===== src/rtl/bsm_transport_pkg.sv =====
// Shared types for the bsm transport pipeline: operation classes, fixed socket
// numbers and the decoded-op record carried from accept into execute.
package bsm_transport_pkg;

  typedef enum logic [2:0] {
    OP_NOP       = 3'd0,
    OP_LIT       = 3'd1,
    OP_REG_WRITE = 3'd2,
    OP_SEND      = 3'd3,
    OP_ILLEGAL   = 3'd4
  } op_e;

  localparam int unsigned SOCK_NOP_ALPHA    = 0;
  localparam int unsigned SOCK_NOP_OMEGA    = 1;
  localparam int unsigned SOCK_LITERAL      = 1;
  localparam int unsigned FIRST_PORT_SOURCE = 2;

  typedef struct packed {
    op_e  op;
    logic src_is_literal;
  } dec_op_t;

endpackage


===== src/rtl/transport_decoder.sv =====
// Combinational classification of a {omega, alpha} move instruction into an
// operation class, plus channel/act for SEND moves.
module transport_decoder
  import bsm_transport_pkg::*;
#(
  parameter int unsigned SOCKET_WIDTH     = 8,
  parameter int unsigned NUM_SOURCES      = 8,
  parameter int unsigned NUM_CHANNELS     = 4,
  parameter int unsigned ACTS_PER_CHANNEL = 4,
  localparam int unsigned ACT_WIDTH       = $clog2(ACTS_PER_CHANNEL + 1),
  localparam int unsigned CH_W            = (NUM_CHANNELS > 1) ? $clog2(NUM_CHANNELS) : 1
) (
  input  logic [2*SOCKET_WIDTH-1:0] instruction_i,
  output dec_op_t                   dec_o,
  output logic [CH_W-1:0]           chan_o,
  output logic [ACT_WIDTH-1:0]      act_o
);

  localparam int unsigned REG_BASE   = 2 ** (SOCKET_WIDTH - 1);
  localparam int unsigned SEND_LIMIT = 2 + NUM_CHANNELS * ACTS_PER_CHANNEL;

  int unsigned a, o, rel;

  always_comb begin
    a      = 32'(instruction_i[SOCKET_WIDTH-1:0]);
    o      = 32'(instruction_i[2*SOCKET_WIDTH-1:SOCKET_WIDTH]);
    rel    = a - 2;
    dec_o  = '0;
    chan_o = '0;
    act_o  = '0;
    dec_o.op             = OP_ILLEGAL;
    dec_o.src_is_literal = (o == SOCK_LITERAL);
    if (a == SOCK_NOP_ALPHA) begin
      if (o == SOCK_NOP_OMEGA) dec_o.op = OP_NOP;
    end else if (a == SOCK_LITERAL) begin
      dec_o.op = OP_LIT;
    end else if (a >= REG_BASE) begin
      if (o >= 1 && o <= NUM_SOURCES) dec_o.op = OP_REG_WRITE;
    end else if (o >= REG_BASE && a < SEND_LIMIT) begin
      dec_o.op = OP_SEND;
      chan_o   = CH_W'(rel / ACTS_PER_CHANNEL);
      act_o    = ACT_WIDTH'(rel % ACTS_PER_CHANNEL + 1);
    end
  end

endmodule


===== src/rtl/socket_transport_pipeline.sv =====
// Two-stage move-instruction transport: accept issues the register-file read,
// a single execute slot performs the move, with RAW forwarding from execute.
module socket_transport_pipeline
  import bsm_transport_pkg::*;
#(
  parameter int unsigned SOCKET_WIDTH     = 8,
  parameter int unsigned DATA_WIDTH       = 8,
  parameter int unsigned NUM_SOURCES      = 8,
  parameter int unsigned NUM_CHANNELS     = 4,
  parameter int unsigned ACTS_PER_CHANNEL = 4,
  localparam int unsigned ACT_WIDTH       = $clog2(ACTS_PER_CHANNEL + 1)
) (
  input  logic                                 clock,
  input  logic                                 reset_n,
  input  logic                                 enable,
  input  logic                                 in_valid,
  output logic                                 in_ready,
  input  logic [2*SOCKET_WIDTH-1:0]            in_instruction,
  input  logic [(NUM_SOURCES-1)*DATA_WIDTH-1:0] src_data,
  output logic [SOCKET_WIDTH-2:0]              rfu_read_address,
  input  logic [DATA_WIDTH-1:0]                rfu_read_data,
  output logic                                 rfu_write,
  output logic [SOCKET_WIDTH-2:0]              rfu_write_address,
  output logic [DATA_WIDTH-1:0]                rfu_write_data,
  output logic [NUM_CHANNELS-1:0]              ch_valid,
  input  logic [NUM_CHANNELS-1:0]              ch_ready,
  output logic [NUM_CHANNELS*ACT_WIDTH-1:0]    ch_act,
  output logic [NUM_CHANNELS*DATA_WIDTH-1:0]   ch_data,
  output logic                                 illegal_instruction,
  output logic                                 error,
  output logic [2*SOCKET_WIDTH-1:0]            error_instruction,
  input  logic                                 clear_error
);

  localparam int unsigned AW   = SOCKET_WIDTH - 1;
  localparam int unsigned IW   = 2 * SOCKET_WIDTH;
  localparam int unsigned CH_W = (NUM_CHANNELS > 1) ? $clog2(NUM_CHANNELS) : 1;

  dec_op_t              dec;
  logic [CH_W-1:0]      dec_chan;
  logic [ACT_WIDTH-1:0] dec_act;

  logic                  exec_valid_q, exec_valid_d;
  logic [IW-1:0]         exec_instr_q, exec_instr_d;
  dec_op_t               exec_dec_q, exec_dec_d;
  logic [CH_W-1:0]       exec_chan_q, exec_chan_d;
  logic [ACT_WIDTH-1:0]  exec_act_q, exec_act_d;
  logic                  fwd_valid_q, fwd_valid_d;
  logic [DATA_WIDTH-1:0] fwd_data_q, fwd_data_d;
  logic [DATA_WIDTH-1:0] literal_q, literal_d;
  logic                  error_q, error_d;
  logic [IW-1:0]         error_instr_q, error_instr_d;

  logic [SOCKET_WIDTH-1:0] exec_omega;
  logic [DATA_WIDTH-1:0]   src_val, send_data;
  logic                    is_send, sel_ready, exec_done, accept, fwd_hit;

  transport_decoder #(
    .SOCKET_WIDTH     (SOCKET_WIDTH),
    .NUM_SOURCES      (NUM_SOURCES),
    .NUM_CHANNELS     (NUM_CHANNELS),
    .ACTS_PER_CHANNEL (ACTS_PER_CHANNEL)
  ) u_decoder (
    .instruction_i (in_instruction),
    .dec_o         (dec),
    .chan_o        (dec_chan),
    .act_o         (dec_act)
  );

  assign exec_omega = exec_instr_q[IW-1:SOCKET_WIDTH];
  assign send_data  = fwd_valid_q ? fwd_data_q : rfu_read_data;

  always_comb begin
    src_val = '0;
    if (exec_dec_q.src_is_literal) src_val = literal_q;
    for (int unsigned s = FIRST_PORT_SOURCE; s <= NUM_SOURCES; s++) begin
      if (exec_omega == SOCKET_WIDTH'(s))
        src_val = src_data[(s-FIRST_PORT_SOURCE)*DATA_WIDTH +: DATA_WIDTH];
    end
  end

  always_comb begin
    is_send   = exec_valid_q && (exec_dec_q.op == OP_SEND);
    sel_ready = 1'b0;
    ch_valid  = '0;
    ch_act    = '0;
    ch_data   = '0;
    for (int unsigned c = 0; c < NUM_CHANNELS; c++) begin
      if (is_send && exec_chan_q == CH_W'(c)) begin
        ch_valid[c]                          = 1'b1;
        ch_act[c*ACT_WIDTH +: ACT_WIDTH]     = exec_act_q;
        ch_data[c*DATA_WIDTH +: DATA_WIDTH]  = send_data;
        sel_ready                            = ch_ready[c];
      end
    end
    exec_done = exec_valid_q && (!is_send || sel_ready);
  end

  assign in_ready            = reset_n && enable && !error_q && (!exec_valid_q || exec_done);
  assign accept              = in_valid && in_ready;
  // A stalled SEND keeps re-reading its own source so rfu_read_data stays valid.
  assign rfu_read_address    = (is_send && !exec_done) ? exec_omega[AW-1:0]
                                                       : in_instruction[SOCKET_WIDTH +: AW];
  assign rfu_write           = exec_valid_q && (exec_dec_q.op == OP_REG_WRITE);
  assign rfu_write_address   = rfu_write ? exec_instr_q[AW-1:0] : '0;
  assign rfu_write_data      = rfu_write ? src_val : '0;
  assign illegal_instruction = exec_valid_q && (exec_dec_q.op == OP_ILLEGAL);
  assign error               = error_q;
  assign error_instruction   = error_instr_q;
  assign fwd_hit             = rfu_write && (exec_instr_q[AW-1:0] == in_instruction[SOCKET_WIDTH +: AW]);

  always_comb begin
    exec_valid_d  = exec_valid_q;
    exec_instr_d  = exec_instr_q;
    exec_dec_d    = exec_dec_q;
    exec_chan_d   = exec_chan_q;
    exec_act_d    = exec_act_q;
    fwd_valid_d   = fwd_valid_q;
    fwd_data_d    = fwd_data_q;
    literal_d     = literal_q;
    error_d       = error_q;
    error_instr_d = error_instr_q;
    if (accept) begin
      exec_valid_d = 1'b1;
      exec_instr_d = in_instruction;
      exec_dec_d   = dec;
      exec_chan_d  = dec_chan;
      exec_act_d   = dec_act;
      fwd_valid_d  = fwd_hit;
      fwd_data_d   = src_val;
    end else if (exec_done) begin
      exec_valid_d = 1'b0;
    end
    if (exec_valid_q && exec_dec_q.op == OP_LIT) literal_d = DATA_WIDTH'(exec_omega);
    if (illegal_instruction) begin
      error_d       = 1'b1;
      error_instr_d = exec_instr_q;
    end else if (clear_error) begin
      error_d = 1'b0;
    end
  end

  always_ff @(posedge clock or negedge reset_n) begin
    if (!reset_n) begin
      exec_valid_q  <= 1'b0;
      exec_instr_q  <= '0;
      exec_dec_q    <= '0;
      exec_chan_q   <= '0;
      exec_act_q    <= '0;
      fwd_valid_q   <= 1'b0;
      fwd_data_q    <= '0;
      literal_q     <= '0;
      error_q       <= 1'b0;
      error_instr_q <= '0;
    end else begin
      exec_valid_q  <= exec_valid_d;
      exec_instr_q  <= exec_instr_d;
      exec_dec_q    <= exec_dec_d;
      exec_chan_q   <= exec_chan_d;
      exec_act_q    <= exec_act_d;
      fwd_valid_q   <= fwd_valid_d;
      fwd_data_q    <= fwd_data_d;
      literal_q     <= literal_d;
      error_q       <= error_d;
      error_instr_q <= error_instr_d;
    end
  end

endmodule


===== config.mk =====
export PLATFORM = sky130hd
export DESIGN_NAME = socket_transport_pipeline
export DESIGN_NICKNAME = d
export VERILOG_FILES = /design/src/rtl/bsm_transport_pkg.sv /design/src/rtl/transport_decoder.sv /design/src/rtl/socket_transport_pipeline.sv
export SDC_FILE = /design/constraint.sdc
export NUM_CORES = 1
export LEC_CHECK = 0
export ABC_AREA = 0
export CORE_MARGIN = 1
export CORE_UTILIZATION = 30
export CTS_CLUSTER_SIZE = 12
export DETAILED_ROUTE_END_ITERATION = 10
export GPL_TIMING_DRIVEN = 1
export PLACE_DENSITY_LB_ADDON = 0.3
export REMOVE_ABC_BUFFERS = 1
export SETUP_SLACK_MARGIN = 0.5
export SYNTH_ARGS = -nofsm -noshare
export SYNTH_HDL_FRONTEND = slang
export SYNTH_SLANG_ARGS = --single-unit

===== constraint.sdc =====
create_clock -name clock -period 4.31 [get_ports clock]
set_input_delay 0.431 -clock clock [delete_from_list [all_inputs] [get_ports clock]]
set_output_delay 0.431 -clock clock [all_outputs]
set_load 0.005 [all_outputs]

==> impl_results.md, run 1 <==
- Status: completed
- Core area: 12600 sq um
- CTS max path bufs: 2
- Mapped cell area: 3890 sq um
- Vias per inst: 5.07
- Die area: 13400 sq um
- Clock-pin slew on the worst setup and hold paths: 50 ps
- Depth of the CTS H-tree: 3
- Post-Layout Inst Area: 6090 sq um
- Hold Vio Cnt, Final: 0
- Placed Instances: 777
- Die width: 116 um
- Vias in the first global route: 3868
- Largest net degree at the start of global routing: 61
- Clk network pwr share: 0.341
- Total grt overflow: 0
- Net switching power of the design: 634 uW
- Layout cells sized above 1: 0.111
- Top delay family on crit path: simple AND/OR/NAND/NOR gates
- Maximum operating frequency: 281 MHz
- Tot GR Track Use: 0.209
- TritonCTS Sinks: 60
- Final Max Slew Viols: 0
- Synth warn: 0
- Int Power: 1.54 mW
- Commonest non-fill, non-tap cells in the layout: 177 x clkdlybuf4s50_1, 76 x nor2_1, 60 x dfrtp_1
- Register area share after synthesis: 0.386
- RSZ-0062 raised after global routing: false
- Worst hold path type: primary input to async pin
- Crit path buf inv count: 1
- Setup_tns: 0 ps
- CP max stage delay: 780 ps
- Setup crit end kind: primary output
- Ys flop type: dfrtp_1
- IO Pins: 179
- Pre-antenna DRT Iters: 4
- Comb power frac: 0.289
- Cells after synthesis: 454
- Synth area leaders: dfrtp_1 39%, mux2_2 9.0%, nor2_1 7.5%
- Port buffer count: 178
- CP Class: flip-flop to primary output
- Final HPWL DP: 10600 um
- Vias: 4014
- Max VDD drop: 0.226 mV
- Worst-Margin Slew: 767 ps
- Clock skew after layout: 7.35 ps
- Crit path DAT: 3120 ps
- Post-Syn Area per Cell: 8.56 sq um
- P&R area growth vs syn: 56.8%
- Fin crit share: 0.825
- Top cell type's share of synthesized area: 0.386
- Drt initial violations: 195
- Post-Layout Cell Count: 792
- Flip-flop and latch count after synthesis: 60
- Met1 Use GR: 0.263
- Min Tclk post-route: 3560 ps
- Critical Path RT: 3880 ps
- Worst-path fanout max: 12
- RePlAce Congestion: 0.884
- Most common cell after layout, fill and taps aside: clkdlybuf4s50_1
- Clock Latency Late Sink: 330 ps
- Starting Density: 0.308
- Nets: 708
- Root Driver: clkbuf_16
- Critical-path cell list: or4_1 -> nor3_2 -> a22oi_1 -> o211ai_1 -> a21oi_1 -> clkdlybuf4s50_1
- Leading area contributor after synthesis: dfrtp_1
- Worst slew margin relative to its limit: 0.489
- Postcts setup bufs: 0
- Met2 Track Usage GR: 0.366
- Sequential Power Share: 0.371
- Slowest CP cell: or4_1
- Busiest layer in global routing: met2
- Count of cell types in the netlist: 53
- Detail Route Antenna Nets: 0
- CTS tree: built
- Lkg Pwr: 2.46 nW
- N_diodes: 0
- Total CTS buffers: 9
- Sw frac: 0.292
- Initial antenna violation count: 0
- Final setup viols: 0
- Crit path launch type: flip-flop
- Asr flop ratio synth: 1.00
- DRC Markers: 0
- Placement row count: 41
- Post-synth EDFFs: 0
- Max-Cap Viols: 0
- Grt met3 use: 0.0403
- Placed cell area: 5780 sq um
- Final core utilization: 0.483
- Routed WL: 13600 um
- First-pass GRT wire length: 21300 um
- Die H: 116 um
- Drt wl/cell: 17.1 um
- P per Cell Area: 357 nW/um^2
- CTS Hold Bufs: 0
-- metrics by stage --
stage	worst slack, ps	power [mW]	hold slack, ps
after global routing	508	2.31	389
after CTS	618	2.19	375
after global placement	1090	1.44	460
after detailed placement	965	1.44	465
final	754	2.17	306
after floorplan	1860	1.08	135
-- cells in the mapped netlist (all sizes together) (2+ instances only) --
library cell / instances
a211oi: 3
a21o: 3
a21oi: 18
a22o: 8
a31o: 3
a31oi: 12
a32o: 2
and2: 7
and3: 4
buf: 9
clkbuf: 22
dfrtp: 60
ha: 3
inv: 17
mux2: 31
mux2i: 13
nand2: 52
nand2b: 11
nand3: 2
nand3b: 3
nand4: 2
nor2: 79
nor3: 7
nor4: 5
nor4b: 3
o211ai: 3
o21ai: 25
o22ai: 7
o2bb2ai: 3
o31ai: 6
o32ai: 5
or2: 2
or3b: 3
or4b: 2
xnor2: 4
xor2: 5
-- routing by layer --
metal / routed length [um] / up-vias / share of wire
li1: - / 1928 / -
met1: 5780 / 1919 / 0.43
met2: 6790 / 154 / 0.50
met3: 786 / 13 / 0.058
met4: 209 / 0 / 0.015
met5: 0 / - / 0
-- cells by family (layout without fill, tap and decap cells) --
kind of cell | count (synthesis) | after routing | synth area share
xor gates and xnor gates | 9 | 9 | 0.0203
AOI/OAI and AO/OA | 103 | 103 | 0.175
adders and majority gates | 3 | 3 | 0.00966
DFF | 60 | 60 | 0.386
muxes | 45 | 45 | 0.129
and+or+nand+nor | 186 | 186 | 0.228
buffers and inverters | 48 | 214 | 0.0515
-- registers in the layout, summed over array words and instances (netlist names), 2 cells and up --
register	cells
exec_instr_q	16
fwd_data_q	8
error_instruction	16
exec_dec_q	4
literal_q	8
exec_act_q	3
exec_chan_q	2
-- power groups by stage --
stage	logic [mW]	clock network, mW	registers, mW
after floorplan	0.287	0	0.791
after global placement	0.628	0	0.810
after detailed placement	0.625	0	0.818
after CTS	0.630	0.755	0.809
after global routing	0.691	0.787	0.829
final	0.627	0.740	0.806
-- what timing repair did --
item,4_1_cts,5_1_grt
endpoints found under the hold margin,0,0
setup endpoints to repair,0,8
gates resized for setup,0,2
-- worst paths after layout --
kind	startpoint	endpoint	slack (ps)	cells past startpoint
worst max-delay path	exec_instr_q[12]$_DFFE_PN0P_	rfu_write_data[5]	750	6
worst min-delay path	reset_n	error_instruction[13]$_DFFE_PN0P_	310	2
worst max register to register	exec_instr_q[12]$_DFFE_PN0P_	fwd_data_q[5]$_DFFE_PN0P_	1860	5
worst min register to register	exec_instr_q[7]$_DFFE_PN0P_	exec_instr_q[7]$_DFFE_PN0P_	480	2
max in group asynchronous	reset_n	fwd_data_q[0]$_DFFE_PN0P_	3490	2
min in group clock	exec_instr_q[7]$_DFFE_PN0P_	exec_instr_q[7]$_DFFE_PN0P_	480	2
-- layout make-up --
class / instances / area (sq um)
Tap cell: 172 / 215
Multi-Input combinational cell: 346 / 2190
Inverter: 17 / 63.8
Clock buffer: 12 / 267
Fill cell: 1253 / 6530
Timing Repair Buffer: 182 / 1810
Clock inverter: 3 / 43.8
Sequential cell: 60 / 1500
No activity file was read; power rests on OpenSTA's default activity.
==> run 2, diff against run 1 <==
==> constraint.sdc (replaced) <==
create_clock -name clock -period 3.2 [get_ports clock]
set_input_delay 0.32 -clock clock [delete_from_list [all_inputs] [get_ports clock]]
set_output_delay 0.32 -clock clock [all_outputs]
set_load 0.005 [all_outputs]
==> run 2 against run 1 <==
  * First-iteration DRC count is 72% higher
  * Sequential share of layout area is 1.5 points lower
  * Hold slack worse by 110 ps
  * Via count is 4.1% higher
  * Clock skew is 0.85 ps lower
  * Combinational power is 66% higher
  * Design area is 7.1% higher
  * Global-route usage is 0.42 points higher
  * Setup slack worse by 270 ps
  * Clock power is 36% higher
  * Critical endpoint is now rfu_write_data[6]
==> impl_results.md, run 2 (synthesis results as in run 1) <==
- Status: completed (unchanged)
- Clock-pin slew on the worst setup and hold paths: 50 ps (about the same)
- Met2 Track Usage GR: 0.375 (was 0.366)
- Reg2reg end: fwd_data_q[5]$_DFFE_PN0P_ (unchanged)
- Vias per inst: 5.02 (was 5.07)
- Clock skew after layout: 6.50 ps (was 7.35 ps)
- Layout cells sized above 1: 0.202 (was 0.111)
- Critical Path RT: 2880 ps (was 3880 ps)
- Crit path launch type: flip-flop (unchanged)
- First-pass GRT wire length: 21600 um (was 21300 um)
- Setup WS post-layout: 487 ps (was 754 ps)
- TritonCTS Sinks: 60 (unchanged)
- CP max stage delay: 600 ps (was 780 ps)
- Drt initial violations: 336 (was 195)
- Maximum operating frequency: 369 MHz
- Worst-Margin Slew: 772 ps (was 767 ps)
- Root Driver: clkbuf_16 (unchanged)
- Crit path to: rfu_write_data[6] (was rfu_write_data[5])
- DRC Markers: 0 (unchanged)
- P&R area growth vs syn: 67.9% (was 56.8%)
- Max-Cap Viols: 0 (unchanged)
- Nets: 748 (was 708)
- Core area: 12600 sq um (unchanged)
- Setup_tns: 0 ps (unchanged)
- Critical Path Start: exec_instr_q[15]$_DFFE_PN0P_ (was exec_instr_q[12]$_DFFE_PN0P_)
- N_diodes: 0 (unchanged)
- RSZ-0062 raised after global routing: true (was false)
- Total grt overflow: 0 (unchanged)
- Placement row count: 41 (unchanged)
- RePlAce Congestion: 0.880 (was 0.884)
- Final HPWL DP: 10700 um (was 10600 um)
- Startpoint of the worst register-to-register path: exec_instr_q[15]$_DFFE_PN0P_ (was exec_instr_q[12]$_DFFE_PN0P_)
- Worst-path fanout max: 7 (was 12)
- CTS max path bufs: 2 (unchanged)
- Initial antenna violation count: 0 (unchanged)
- Fin crit share: 0.848
- Final setup viols: 0 (unchanged)
- Largest net degree at the start of global routing: 61 (unchanged)
- CTS Hold Bufs: 0 (unchanged)
- Depth of the CTS H-tree: 3 (unchanged)
- Met1 Use GR: 0.263 (about the same)
- Slowest CP cell: or4_4 (was or4_1)
- Lkg Pwr: 2.74 nW (was 2.46 nW)
- P per Cell Area: 476 nW/um^2 (was 357 nW/um^2)
- Most common cell after layout, fill and taps aside: clkdlybuf4s50_1 (unchanged)
- Port buffer count: 178 (unchanged)
- Starting Density: 0.308 (unchanged)
- Worst hold path type: primary input to async pin (unchanged)
- Hold Vio Cnt, Final: 0 (unchanged)
- Commonest non-fill, non-tap cells in the layout: 164 x clkdlybuf4s50_1, 77 x nor2_1, 55 x dfrtp_1 (was 177 x clkdlybuf4s50_1, 76 x nor2_1, 60 x dfrtp_1)
- CTS tree: built (unchanged)
- Vias in the first global route: 4046 (was 3868)
- Final core utilization: 0.517 (was 0.483)
- Worst slew margin relative to its limit: 0.485 (was 0.489)
- Total CTS buffers: 9 (unchanged)
- Detail Route Antenna Nets: 0 (unchanged)
- IO Pins: 179 (unchanged)
- Clock Latency Late Sink: 330 ps (about the same)
- Fillcell total: 1208 (was 1253)
- Worst slack, placed: 304 ps (was 965 ps)
- Routed WL: 14100 um (was 13600 um)
- Final Max Slew Viols: 0 (unchanged)
- Busiest layer in global routing: met2 (unchanged)
- FF-to-FF path depth: 14 (was 5)
- CP Class: flip-flop to primary output (unchanged)
- Crit path DAT: 2390 ps (was 3120 ps)
- Critical-path cell list: or4_4 -> nor2_4 -> buf_6 -> buf_4 -> a22o_1 -> o211ai_1 -> a21oi_1 -> clkbuf_2 (was or4_1 -> nor3_2 -> a22oi_1 -> o211ai_1 -> a21oi_1 -> clkdlybuf4s50_1)
- Drt wl/cell: 17.0 um (was 17.1 um)
- Pre-antenna DRT Iters: 5 (was 4)
- FF-to-FF setup slack: 510 ps (was 1860 ps)
- Die width: 116 um (unchanged)
- Setup crit end kind: primary output (unchanged)
- Max VDD drop: 0.308 mV (was 0.226 mV)
- Vias: 4180 (was 4014)
- Die area: 13400 sq um (unchanged)
- Tot GR Track Use: 0.213 (was 0.209)
- Die H: 116 um (unchanged)
- Grt met3 use: 0.0324 (was 0.0403)
- Min Tclk post-route: 2710 ps
[run 2: cell type report]
class / count / area (sq um) / share of cell area
clock buffers: 12 / 267 / 0.0408
clock inverters: 3 / 43.8 / 0.00671
inverters: 17 / 63.8 / 0.00978
multi-input cells: 346 / 2290 / 0.351
flip-flops and latches: 60 / 1510 / 0.231
well taps: 172 / 215 / 0.0330
repair buffers: 222 / 2140 / 0.327
[run 2: repair_timing]
action,CTS,global route
gates cloned,1,0
buffers inserted,17,13
gates resized for setup,38,27
hold endpoints to repair,0,0
setup endpoints to repair,15,37
pin swaps,10,10
[run 2: worst min-delay path by stage]
stage | startpoint | end | slack [ps] | cells after the start
after floorplan | reset_n | error$_DFFE_PN0P_ | 20 | 0
after global placement | exec_instr_q[7]$_DFFE_PN0P_ | exec_instr_q[7]$_DFFE_PN0P_ | 460 | 2
after detailed placement | exec_instr_q[7]$_DFFE_PN0P_ | exec_instr_q[7]$_DFFE_PN0P_ | 460 | 2
after CTS | reset_n | error_instruction[10]$_DFFE_PN0P_ | 250 | 2
after global routing | reset_n | error_instruction[9]$_DFFE_PN0P_ | 280 | 2
final | reset_n | error_instruction[10]$_DFFE_PN0P_ | 190 | 2
[run 2: worst max-delay path: cells and delay by family, from the launching register on]
kind / cells / cell delay [ps]
simple gates: 2 / 770
buf+inv: 3 / 380
flops: 1 / 400
compound gates: 3 / 520
[run 2: per-stage QoR]
step	cell area, sq um	hold slack (ps)	power, mW	cells
after floorplan	3750	24.4	1.45	423
after CTS	6350	251	3.05	819
after global routing	6530	279	3.27	832
final	6530	195	3.10	832
after global placement	5860	459	1.97	786
after detailed placement	5860	464	1.97	786
[run 2: power by group]
| part | internal [mW] | total (mW) | switching [mW] |
|---|---|---|---|
| Clock | 0.663 | 1.01 | 0.350 |
| Sequential | 0.927 | 1.05 | 0.125 |
| Combinational | 0.599 | 1.04 | 0.441 |
[run 2: per-layer routing]
layer  share of wire  vias up  routed length, um
met1            0.43     1983               6050
met2            0.49      172               6950
met5               0        -                  0
li1                -     2006                  -
met3           0.057       19                811
met4           0.022        0                313
==> run 3, diff against run 2 <==
==> constraint.sdc (replaced) <==
create_clock -name clock -period 2.4 [get_ports clock]
set_input_delay 0.24 -clock clock [delete_from_list [all_inputs] [get_ports clock]]
set_output_delay 0.24 -clock clock [all_outputs]
set_load 0.005 [all_outputs]
==> run 3 against run 2 <==
  * The run now ends with setup timing left
  * Non-clock buffer count grew 108
  * Design area grew 24%
  * Setup slack lost 700 ps
  * Cell count grew 14%
  * Power grew 45%
  * First-iteration DRC count shrank 15%
  * Core utilization grew 13 points
  * Global-route usage grew 3.7 points
  * Critical path depth grew 6
  * Sequential power grew 35%
  * Clock power grew 38%
  * Wire length grew 29%
  * Critical path type is now flip-flop to flip-flop
  * Largest cell class is now non-clock buffers
  * Largest power group is now combinational logic
==> impl_results.md, run 3 (synthesis results as in run 1) <==
- Clock-pin slew on the worst setup and hold paths: 50 ps (about the same)
- RSZ-0062 raised after global routing: true (unchanged)
- Busiest layer in global routing: met2 (unchanged)
- P&R area growth vs syn: 109% (was 67.9%)
- Depth of the CTS H-tree: 3 (unchanged)
- Worst-path fanout max: 5 (was 7)
- Die area: 13400 sq um (unchanged)
- Post-Layout Inst Area: 8100 sq um (was 6530 sq um)
- Hold Slack: 117 ps (was 195 ps)
- TritonCTS Sinks: 60 (unchanged)
- CTS max path bufs: 2 (unchanged)
- Setup WS post-layout: -210 ps (was 487 ps)
- Setup_tns: -2050 ps (was 0 ps)
- Core area: 12600 sq um (unchanged)
- Crit path launch type: flip-flop (unchanged)
- Critical-path cell list: or4_4 -> buf_6 -> nor2_4 -> buf_6 -> a22o_1 -> o211ai_1 -> buf_4 -> buf_6 -> buf_6 -> buf_6 -> buf_6 -> buf_6 -> buf_6 -> a31oi_1 (was or4_4 -> nor2_4 -> buf_6 -> buf_4 -> a22o_1 -> o211ai_1 -> a21oi_1 -> clkbuf_2)
- Met1 Use GR: 0.287 (was 0.263)
- Commonest non-fill, non-tap cells in the layout: 104 x clkdlybuf4s50_1, 98 x buf_6, 62 x buf_4 (was 164 x clkdlybuf4s50_1, 77 x nor2_1, 55 x dfrtp_1)
- P per Cell Area: 554 nW/um^2 (was 476 nW/um^2)
- Final setup viols: 19 (was 0)
- Worst slew margin relative to its limit: 0.488 (was 0.485)
- RePlAce Congestion: 0.859 (was 0.880)
- Min Tclk post-route: 2610 ps
- Max-Cap Viols: 0 (unchanged)
- Critical Path RT: 2650 ps (was 2880 ps)
- Grt met3 use: 0.0418 (was 0.0324)
- Lkg Pwr: 3.64 nW (was 2.74 nW)
- Worst-Margin Slew: 768 ps (was 772 ps)
- Worst slack, placed: -240 ps (was 304 ps)
- Status: complete, but fails checks (was completed)
- Routed WL: 18300 um (was 14100 um)
- Crit path buf inv count: 9 (was 3)
- Initial antenna violation count: 1 (was 0)
- Final Max Slew Viols: 0 (unchanged)
- Final HPWL DP: 11000 um (was 10700 um)
- Root Driver: clkbuf_16 (unchanged)
- CTS tree: built (unchanged)
- Most common cell after layout, fill and taps aside: clkdlybuf4s50_1 (unchanged)
- Die width: 116 um (unchanged)
- Vias per inst: 5.16 (was 5.02)
- Port buffer count: 178 (unchanged)
- Final core utilization: 0.642 (was 0.517)
- Drt wl/cell: 19.2 um (was 17.0 um)
- Nets: 863 (was 748)
- First-pass GRT wire length: 25100 um (was 21600 um)
- DRC Markers: 0 (unchanged)
- IO Pins: 179 (unchanged)
- Hold Vio Cnt, Final: 0 (unchanged)
- Die H: 116 um (unchanged)
- Drt initial violations: 285 (was 336)
- Total grt overflow: 0 (unchanged)
- Total CTS buffers: 9 (unchanged)
- Setup crit end kind: flip-flop (was primary output)
- Max VDD drop: 0.350 mV (was 0.308 mV)
- Starting Density: 0.308 (unchanged)
- Tot GR Track Use: 0.251 (was 0.213)
- Maximum operating frequency: 383 MHz
- Pre-antenna DRT Iters: 4 (was 5)
- Vias in the first global route: 4775 (was 4046)
- Total power: 4.49 mW (was 3.10 mW)
- Crit path DAT: 2860 ps (was 2390 ps)
- Layout cells sized above 1: 0.534 (was 0.202)
- Slowest CP cell: or4_4 (unchanged)
- CP most frequent cell: buf_6
- Top delay family on crit path: buffers and inverters (was simple AND/OR/NAND/NOR gates)
- Clock Latency Late Sink: 330 ps (about the same)
- Placed Instances: 821 (was 786)
- Vias: 4899 (was 4180)
- Failing checks: setup timing
- Detail Route Antenna Nets: 0 (unchanged)
- CTS Hold Bufs: 0 (unchanged)
- Post-Layout Cell Count: 949 (was 832)
- Placed cell area: 6140 sq um (was 5860 sq um)
- CP max stage delay: 550 ps (was 600 ps)
- Largest net degree at the start of global routing: 61 (unchanged)
- Fin crit share: 1.09
- Placement row count: 41 (unchanged)
- Clock skew after layout: 6.43 ps (was 6.50 ps)
- Worst hold path type: primary input to async pin (unchanged)
- CP Class: flip-flop to flip-flop (was flip-flop to primary output)
- Met2 Track Usage GR: 0.454 (was 0.375)
run 3: per-layer routing:
metal | vias to the layer above | part of all wire
li1 | 2250 | -
met1 | 2421 | 0.39
met2 | 190 | 0.53
met3 | 38 | 0.055
met4 | 0 | 0.033
met5 | - | 0
run 3: cell type report:
cell class | instances | area, sq um
flip-flops and latches | 60 | 1500
inverters | 17 | 63.8
repair buffers | 330 | 3060
multi-input cells | 352 | 2930
fillers | 964 | 4520
clock buffers | 12 | 246
clock inverters | 4 | 72.6
repair inverters | 1 | 7.51
diodes | 1 | 2.50
well taps | 172 | 215
run 3: path summary, 6_finish.rpt:
path / endpoint / slack [ps] / from / cells past startpoint
max: fwd_data_q[5]$_DFFE_PN0P_ / -210 / exec_instr_q[12]$_DFFE_PN0P_ / 14
min: error_instruction[8]$_DFFE_PN0P_ / 120 / reset_n / 2
max reg2reg: fwd_data_q[5]$_DFFE_PN0P_ / -210 / exec_instr_q[12]$_DFFE_PN0P_ / 14
min reg2reg: exec_instr_q[7]$_DFFE_PN0P_ / 490 / exec_instr_q[7]$_DFFE_PN0P_ / 2
max in group asynchronous: fwd_valid_q$_DFFE_PN0P_ / 1730 / reset_n / 2
min in group clock: exec_instr_q[7]$_DFFE_PN0P_ / 490 / exec_instr_q[7]$_DFFE_PN0P_ / 2
run 3: power breakdown:
part,total (mW),switching (mW),internal (mW),leakage [nW]
sequential,1.42,0.184,1.23,0.763
clock,1.39,0.456,0.935,0.153
combinational,1.68,0.726,0.958,2.72
total,4.49,1.37,3.13,3.64
run 3: repair_timing:
action                     CTS  global route
gates cloned                10             1
resized for setup          448           134
buffers inserted            73            27
setup endpoints to repair  106           107
pin swaps                   65            60
